===== config.mk =====
export PLATFORM = sky130hd
export DESIGN_NAME = spi_port_master_flat
export DESIGN_NICKNAME = d
export VERILOG_FILES = /design/src/rtl/spi_port_master_if.sv /design/src/rtl/spi_port_master.sv /design/src/flat_wrapper.sv
export SDC_FILE = /design/constraint.sdc
export NUM_CORES = 1
export LEC_CHECK = 0
export BUFFER_PORTS_ARGS = -buffer_cell sky130_fd_sc_hd__buf_2
export CAP_MARGIN = 10
export CORE_AREA = 2 2 84 118
export CTS_CLUSTER_SIZE = 20
export DETAILED_ROUTE_END_ITERATION = 10
export DIE_AREA = 0 0 86 120
export PLACE_DENSITY = 0.47
export SYNTH_ARGS = -nofsm -noshare
export SYNTH_HDL_FRONTEND = slang
export SYNTH_SLANG_ARGS = --single-unit

===== constraint.sdc =====
create_clock -name clk -period 3.1 [get_ports clk]
set_input_delay 0.62 -clock clk [delete_from_list [all_inputs] [get_ports clk]]
set_output_delay 0.62 -clock clk [all_outputs]
set_load 0.1 [all_outputs]

===== src/rtl/spi_port_master_if.sv =====
// Z80-style CPU I/O bus as seen by the SPI port master.
interface spi_port_master_if;
   logic [7:0] a;
   logic       iorq_n;
   logic       rd_n;
   logic       wr_n;
   logic [7:0] din;
   logic [7:0] dout;
   logic       oe_n;

   modport master (output a, iorq_n, rd_n, wr_n, din, input dout, oe_n);
   modport slave  (input a, iorq_n, rd_n, wr_n, din, output dout, oe_n);
endinterface


===== src/rtl/spi_port_master.sv =====
// Z80 I/O-mapped SPI master: data, chip-select, mode/status and divider ports,
// one byte per transfer, MSB first, CPOL/CPHA selectable.
module spi_port_master #(
   parameter int         NUM_CS    = 1,
   parameter logic [7:0] PORT_DATA = 8'hEB,
   parameter logic [7:0] PORT_CS   = 8'hE7,
   parameter logic [7:0] PORT_CFG  = 8'hEF,
   parameter logic [7:0] PORT_DIV  = 8'hF3,
   parameter logic [7:0] DIV_RESET = 8'd0
) (
   input  logic              clk,
   input  logic              rst,
   spi_port_master_if.slave  bus,
   output logic [NUM_CS-1:0] spi_cs_n,
   output logic              spi_sck,
   output logic              spi_mosi,
   input  logic              spi_miso
);
   localparam logic [1:0] IDLE  = 2'd0;
   localparam logic [1:0] SHIFT = 2'd1;
   localparam logic [1:0] DONE  = 2'd2;

   logic [1:0] state;
   logic [7:0] pre, div, tx, rx, rx_last;
   logic [4:0] cnt;
   logic       phase, cpol, cpha, overrun, acc_q;

   logic io, wr_data, rd_data, wr_cs, wr_cfg, rd_cfg, wr_div;
   logic acc_data, trig, busy, lead, do_sample, do_shift;

   assign io       = !bus.iorq_n;
   assign wr_data  = io && !bus.wr_n && (bus.a == PORT_DATA);
   assign rd_data  = io && !bus.rd_n && (bus.a == PORT_DATA);
   assign wr_cs    = io && !bus.wr_n && (bus.a == PORT_CS);
   assign wr_cfg   = io && !bus.wr_n && (bus.a == PORT_CFG);
   assign rd_cfg   = io && !bus.rd_n && (bus.a == PORT_CFG);
   assign wr_div   = io && !bus.wr_n && (bus.a == PORT_DIV);
   assign acc_data = wr_data || rd_data;
   // Only the first decoded cycle of a data access starts a transfer.
   assign trig     = acc_data && !acc_q;
   assign busy     = (state != IDLE);

   // cnt holds edges already done, so the upcoming edge is odd (leading) when cnt is even.
   assign lead      = ~cnt[0];
   assign do_sample = cpha ? !lead : lead;
   assign do_shift  = cpha ? (lead && (cnt != 5'd0)) : !lead;

   assign spi_sck  = (state == SHIFT) ? (phase ^ cpol) : cpol;
   assign spi_mosi = tx[7];
   assign bus.oe_n = !(rd_data || rd_cfg);
   assign bus.dout = rd_cfg ? {busy, overrun, 4'b0000, cpol, cpha} : rx_last;

   always_ff @(posedge clk) begin
      if (rst) begin
         state    <= IDLE;
         spi_cs_n <= '1;
         phase    <= 1'b0;
         cpol     <= 1'b0;
         cpha     <= 1'b0;
         div      <= DIV_RESET;
         tx       <= 8'hFF;
         rx       <= 8'hFF;
         rx_last  <= 8'hFF;
         overrun  <= 1'b0;
         pre      <= 8'd0;
         cnt      <= 5'd0;
         acc_q    <= 1'b0;
      end else begin
         acc_q <= acc_data;
         if (wr_cs)  spi_cs_n <= bus.din[NUM_CS-1:0];
         if (wr_div) div      <= bus.din;
         if (wr_cfg) begin
            cpha <= bus.din[0];
            cpol <= bus.din[1];
            if (bus.din[7]) overrun <= 1'b0;
         end
         if (trig && busy) overrun <= 1'b1;

         case (state)
            IDLE: if (trig) begin
               tx    <= wr_data ? bus.din : 8'hFF;
               pre   <= 8'd0;
               cnt   <= 5'd0;
               phase <= 1'b0;
               state <= SHIFT;
            end
            SHIFT: begin
               // >= keeps a divider lowered mid-transfer from running pre through 255.
               if (pre >= div) begin
                  pre   <= 8'd0;
                  phase <= ~phase;
                  cnt   <= cnt + 5'd1;
                  if (do_sample) rx <= {rx[6:0], spi_miso};
                  if (do_shift)  tx <= {tx[6:0], 1'b1};
                  if (cnt == 5'd15) state <= DONE;
               end else begin
                  pre <= pre + 8'd1;
               end
            end
            DONE: begin
               rx_last <= rx;
               state   <= IDLE;
            end
            default: state <= IDLE;
         endcase
      end
   end
endmodule

===== src/flat_wrapper.sv =====
// flat-port wrapper written by rule: the top's interface ports become plain ports
module spi_port_master_flat 
#(
   parameter int         NUM_CS    = 1,
   parameter logic [7:0] PORT_DATA = 8'hEB,
   parameter logic [7:0] PORT_CS   = 8'hE7,
   parameter logic [7:0] PORT_CFG  = 8'hEF,
   parameter logic [7:0] PORT_DIV  = 8'hF3,
   parameter logic [7:0] DIV_RESET = 8'd0
)
  (clk, rst, spi_cs_n, spi_sck, spi_mosi, spi_miso, bus_a, bus_iorq_n, bus_rd_n, bus_wr_n, bus_din, bus_dout, bus_oe_n);
  spi_port_master_if bus_i ();
  input  logic clk;
  input  logic rst;
  output logic [NUM_CS-1:0] spi_cs_n;
  output logic spi_sck;
  output logic spi_mosi;
  input  logic spi_miso;
  input wire logic [$bits(bus_i.a)-1:0] bus_a;
  input wire logic [$bits(bus_i.iorq_n)-1:0] bus_iorq_n;
  input wire logic [$bits(bus_i.rd_n)-1:0] bus_rd_n;
  input wire logic [$bits(bus_i.wr_n)-1:0] bus_wr_n;
  input wire logic [$bits(bus_i.din)-1:0] bus_din;
  output wire logic [$bits(bus_i.dout)-1:0] bus_dout;
  output wire logic [$bits(bus_i.oe_n)-1:0] bus_oe_n;
  assign bus_i.a = bus_a;
  assign bus_i.iorq_n = bus_iorq_n;
  assign bus_i.rd_n = bus_rd_n;
  assign bus_i.wr_n = bus_wr_n;
  assign bus_i.din = bus_din;
  assign bus_dout = bus_i.dout;
  assign bus_oe_n = bus_i.oe_n;
  spi_port_master #(.NUM_CS(NUM_CS), .PORT_DATA(PORT_DATA), .PORT_CS(PORT_CS), .PORT_CFG(PORT_CFG), .PORT_DIV(PORT_DIV), .DIV_RESET(DIV_RESET)) u_core (.clk(clk), .rst(rst), .bus(bus_i), .spi_cs_n(spi_cs_n), .spi_sck(spi_sck), .spi_mosi(spi_mosi), .spi_miso(spi_miso));
endmodule

==> impl_results.md, run 1 <==
- Hold Crit Depth: 2
- Layout net count: 364
- Mapped cell area: 2694 sq um
- CTS sink count: 53
- CP required: 2480 ps
- Post-Syn Instances: 299
- Worst EP arrival: 2260 ps
- Hold violation count in the final report: 0
- Cell variety after synth: 53
- Area Growth Syn to Fin: 17.19%
- Clk_lat worst skew: 290 ps
- Final setup vio count: 0
- Slew of the pin with the lowest slew margin: 772.8 ps
- Initial antenna violation count: 0
- Fillers: 995
- Worst Path Max Fanout: 6
- Core area: 9301 sq um
- Crit Path Class: input port to primary output
- Inserted Diodes: 0
- Rel. slew slack: 48.29%
- LEAKAGE: 0.001167 uW
- Largest net degree at the start of global routing: 34
- Syn_nets: 333
- Max cap viols: 0
- Share of layout cells above drive strength 1: 19.94%
- Full die area: 10320 sq um
- Row count: 42
- Pwr dens: 438.9 nW/um^2
- Sequential-to-total area share from yosys stat: 39.39%
- Residual DRC: 0
- Total number of vias: 2219
- Clock skew: 5.466 ps
- Worst Reg-to-Reg Cells: 7
- Routed WL: 6.506 mm
- Crit start category: input port
- Vias per Instance: 5.032
- Final setup TNS: 0 ps
- Die Y: 120 um
- Status: finished clean
- Number of buffers created by CTS: 5
- CTS Buffer Depth: 2
- Post-cts hold buffer count: 0
- Final Max Tran Viols: 0
- PortBufs: 33
- Crit share post-route: 92.87%
- First-pass GRT wire length: 10.98 mm
- TritonRoute pass-1 iters: 4
- Routed Antenna Nets: 0
- Max VDD drop: 0.0001772 V
- Clock transition at path regs: 70 ps
- Initial core utilization: 28.96%
- Total grt overflow: 0
- Post-cts sizing count: 0
- RSZ-0062 raised after global routing: false
- DRT iter0 DRCs: 95
- Routed WL per cell: 14.75 um
- Gr usage total: 13.48%
- CP endpoint kind: primary output
- Avg Synthesized Cell Area: 9.009 sq um
- CTS tree: built
- Vias in the first global route: 2235
- Yosys warnings: 0
- Post-CTS Repair Setup Buffers: 0
- Crit path time final: 2879 ps
- Post-synthesis register bit count: 53
- Die extent in x: 86 um
- Post-layout power: 1386 uW
- Final GP Congestion: 0.7539
- Clock root buffer master: clkbuf_16
- HPWL after DPL: 4.885 mm
- Fmax: 347.3 MHz
- Tightest Hold Check Type: flip-flop to flip-flop
- CTS H-tree depth: 2
- I/O Pins: 34
cell type report:
type	instances	area [sq um]	share of cell area, %
clock inverter	1	30.03	0.9512
sequential	53	1061	33.61
tap	110	137.6	4.360
timing repair buffer	38	202.7	6.421
clock buffer	7	142.6	4.518
multi-input combinational	217	1526	48.35
inverter	15	56.30	1.784
flip-flops by register name, indices dropped and copies added (netlist names):
signal,count
u_core.spi_cs_n,1
u_core.overrun,1
u_core.cpha,1
u_core.cnt,5
u_core.pre,8
u_core.cpol,1
u_core.rx_last,8
u_core.tx,8
u_core.phase,1
u_core.rx,8
u_core.div,8
u_core.acc_q,1
u_core.state,2
synthesized netlist by cell type (all sizes together):
library cell / n / share of area (%)
a2111o: 1 / 0.42
a211o: 1 / 0.33
a211oi: 2 / 0.56
a21boi: 2 / 0.56
a21oi: 5 / 0.93
a221o: 8 / 3.0
a22oi: 1 / 0.28
a311oi: 2 / 0.88
a31o: 1 / 0.33
a31oi: 4 / 1.2
a32oi: 1 / 0.33
and2: 8 / 1.9
and3: 7 / 1.6
buf: 7 / 1.5
clkbuf: 7 / 0.98
dfxtp: 53 / 39
ha: 12 / 5.6
inv: 15 / 2.1
mux2: 4 / 1.7
mux2i: 20 / 7.4
nand2: 28 / 3.9
nand2b: 3 / 0.70
nand3: 15 / 2.8
nand3b: 3 / 0.84
nand4: 1 / 0.23
nand4b: 2 / 1.8
nor2: 41 / 5.8
nor2b: 7 / 1.6
nor3: 3 / 0.56
nor3b: 2 / 0.56
nor4: 2 / 1.0
o2111ai: 1 / 0.33
o21ai: 4 / 0.74
o22a: 7 / 2.3
o22ai: 1 / 0.46
o31a: 1 / 0.33
o31ai: 2 / 0.56
o41ai: 2 / 0.65
or2: 1 / 0.33
or3: 1 / 0.23
or3b: 1 / 0.33
or4: 4 / 1.1
or4b: 1 / 0.37
xnor2: 4 / 1.3
xor2: 1 / 0.33
power breakdown:
group / leakage (uW) / internal [uW] / switching (uW)
clock: 0.0000841 / 404 / 249
sequential: 0.000428 / 681 / 0.346
combinational: 0.000655 / 18.8 / 32.7
total: 0.00117 / 1100 / 282
worst paths after layout:
check,slack [ps],to,from
setup reg to reg,750,u_core.rx[0],u_core.pre[0]
hold / removal,470,u_core.rx_last[6],u_core.rx_last[6]
setup / recovery,220,bus_dout[1],bus_a[4]
hold reg to reg,470,u_core.rx_last[6],u_core.rx_last[6]
cells in the final DEF, fill, tap and decap left out, drive strengths merged, types with 3 or more instances in the layout:
| cell | instances |
|---|---|
| a21oi | 5 |
| a221o | 8 |
| a31oi | 4 |
| and2 | 8 |
| and3 | 7 |
| buf | 38 |
| clkbuf | 7 |
| dfxtp | 53 |
| ha | 12 |
| inv | 15 |
| mux2 | 4 |
| mux2i | 20 |
| nand2 | 28 |
| nand2b | 3 |
| nand3 | 15 |
| nand3b | 3 |
| nor2 | 41 |
| nor2b | 7 |
| nor3 | 3 |
| o21ai | 4 |
| o22a | 7 |
| or4 | 4 |
| xnor2 | 4 |
logic make-up after synthesis:
logic type               share of synthesized area (%)
XOR/XNOR                                         1.626
AO/OA/AOI/OAI                                    14.07
flip-flops                                       39.39
multiplexers                                     9.103
adder cells (fa/ha/maj)                          5.573
buffers and inverters                            4.598
AND/OR/NAND/NOR                                  25.64
stage by stage:
| step | area [sq um] | util, % | hold slack [ps] | worst slack (ps) | instances |
|---|---|---|---|---|---|
| 3_3_place_gp | 2984 | 32.08 | 449.4 | 222.4 | 433 |
| 5_1_grt | 3157 | 33.94 | 491.5 | 147.2 | 441 |
| 6_report | 3157 | 33.94 | 466.6 | 221.0 | 441 |
| 4_1_cts | 3157 | 33.94 | 470.8 | 187.5 | 441 |
| 3_5_place_dp | 2984 | 32.08 | 452.9 | 196.6 | 433 |
| 2_1_floorplan | 2711 | - | 432.3 | 55.89 | 299 |
worst max-delay path, cell delays in order:
cell      delay, ps
buf_2           120
nand4b_4        210
or3_4           360
nor2_2          280
mux2_2          370
buf_2           290
metal layers:
metal  global-route usage (%)  part of all wire (%)  vias to the layer above
li1                         -                     -                     1123
met1                    15.49                    43                     1058
met2                    24.27                    53                       31
met3                    2.476                   2.6                        7
met4                    5.060                   1.8                        0
met5                        0                     0                        -
Power figures use the tool's default switching activity.
==> inputs of run 2 (changes only) <==
REMOVE_ABC_BUFFERS = 1   (was unset)
==> impl_results.md, run 2 (synthesis gave the netlist of run 1 again) <==
- Worst EP arrival: 2210 ps
- HPWL after DPL: 4.866 mm
- LEAKAGE: 0.001145 uW
- CTS tree: built
- Crit path time final: 2827 ps
- Routed WL: 6.466 mm
- Hold violation count in the final report: 0
- Pwr dens: 417.4 nW/um^2
- Total number of vias: 2225
- Final Max Tran Viols: 0
- CP endpoint kind: primary output
- Tightest Hold Check Type: flip-flop to flip-flop
- Row count: 42
- Post-layout power: 1302 uW
- Die Y: 120 um
- Vias in the first global route: 2267
- Initial antenna violation count: 0
- Hold WS: 461.0 ps
- CTS H-tree depth: 2
- Final Core Density: 33.55%
- Largest net degree at the start of global routing: 32
- Gr usage total: 13.31%
- Rel. slew slack: 44.45%
- Crit start category: input port
- Number of buffers created by CTS: 5
- Clock root buffer master: clkbuf_16
- Layout net count: 365
- Clock transition at path regs: 70 ps
- CTS Buffer Depth: 2
- DRT iter0 DRCs: 63
- CP required: 2480 ps
- Post-cts hold buffer count: 0
- TritonRoute pass-1 iters: 4
- RSZ-0062 raised after global routing: false
- Vias per Instance: 5.045
- Clock skew: 7.379 ps
- Worst Path Max Fanout: 8
- Total grt overflow: 0
- Die extent in x: 86 um
- I/O Pins: 34
- Final setup vio count: 0
- Most common cell after layout, fill and taps aside: dfxtp_1
- Most frequent cells in the layout: 53 x dfxtp_1, 40 x nor2_1, 33 x buf_2
- Fmax: 353.7 MHz
- CTS sink count: 53
- R2r setup slk: 710 ps
- Slew of the pin with the lowest slew margin: 830.2 ps
- Max cap viols: 0
- Status: finished clean
- Final setup TNS: 0 ps
- Post-CTS Repair Setup Buffers: 0
- Core area: 9301 sq um
- First-pass GRT wire length: 10.85 mm
- Routed WL per cell: 14.66 um
- Max VDD drop: 0.0002075 V
- Share of layout cells above drive strength 1: 18.43%
- Inserted Diodes: 0
- Initial core utilization: 28.96%
- Area Growth Syn to Fin: 15.84%
- Clk_lat worst skew: 290 ps
- PortBufs: 33
- Residual DRC: 0
- Routed Antenna Nets: 0
- Post-cts sizing count: 0
- Crit Path Class: input port to primary output
- Final GP Congestion: 0.7189
- Crit share post-route: 91.19%
- Full die area: 10320 sq um
==> run 2: worst paths after layout <==
kind	cells past startpoint	from	to
setup / recovery	7	bus_a[4]	bus_dout[0]
setup reg to reg	7	u_core.pre[0]	u_core.cnt[1]
hold / removal	2	u_core.rx_last[3]	u_core.rx_last[3]
hold reg to reg	2	u_core.rx_last[3]	u_core.rx_last[3]
==> run 2: final cells by class <==
type	count	area, sq um
repair buffers	39	210.2
multi-input cells	217	1509
well taps	110	137.6
flip-flops and latches	53	1061
clock buffers	6	138.9
inverters	15	56.30
clock inverters	1	7.507
fillers	1004	6181
==> run 2: power breakdown <==
part / internal, uW / leakage, uW / total (uW) / switching, uW
Sequential: 681 / 0.000428 / 681 / 0.322
Combinational: 18.8 / 0.000648 / 52.0 / 33.2
Clock: 318 / 0.0000690 / 569 / 252
Total: 1020 / 0.00115 / 1300 / 285
==> run 2: layer usage <==
layer  wire (um)  track usage (%)  part of all wire [%]  vias to the layer above
met5           0                0                     0                        -
met4         137            5.159                   2.1                        0
met3         121            2.270                   1.9                       11
met2        3403            23.79                    53                       32
met1        2803            15.51                    43                     1057
li1            -                -                     -                     1125
==> run 2: stage by stage <==
stage,instances,area (sq um),worst slack (ps)
floorplan,285,2626,-722.0
global placement,434,2974,270.8
detailed placement,434,2974,249.3
CTS,441,3120,248.4
global route,441,3120,185.6
finish,441,3120,273.1
==> run 2: critical path, cell delays in order <==
cell	delay, ps
buf_2	120
nand4b_4	200
or3_1	360
nor2_1	100
buf_4	170
mux2_2	340
buf_2	290
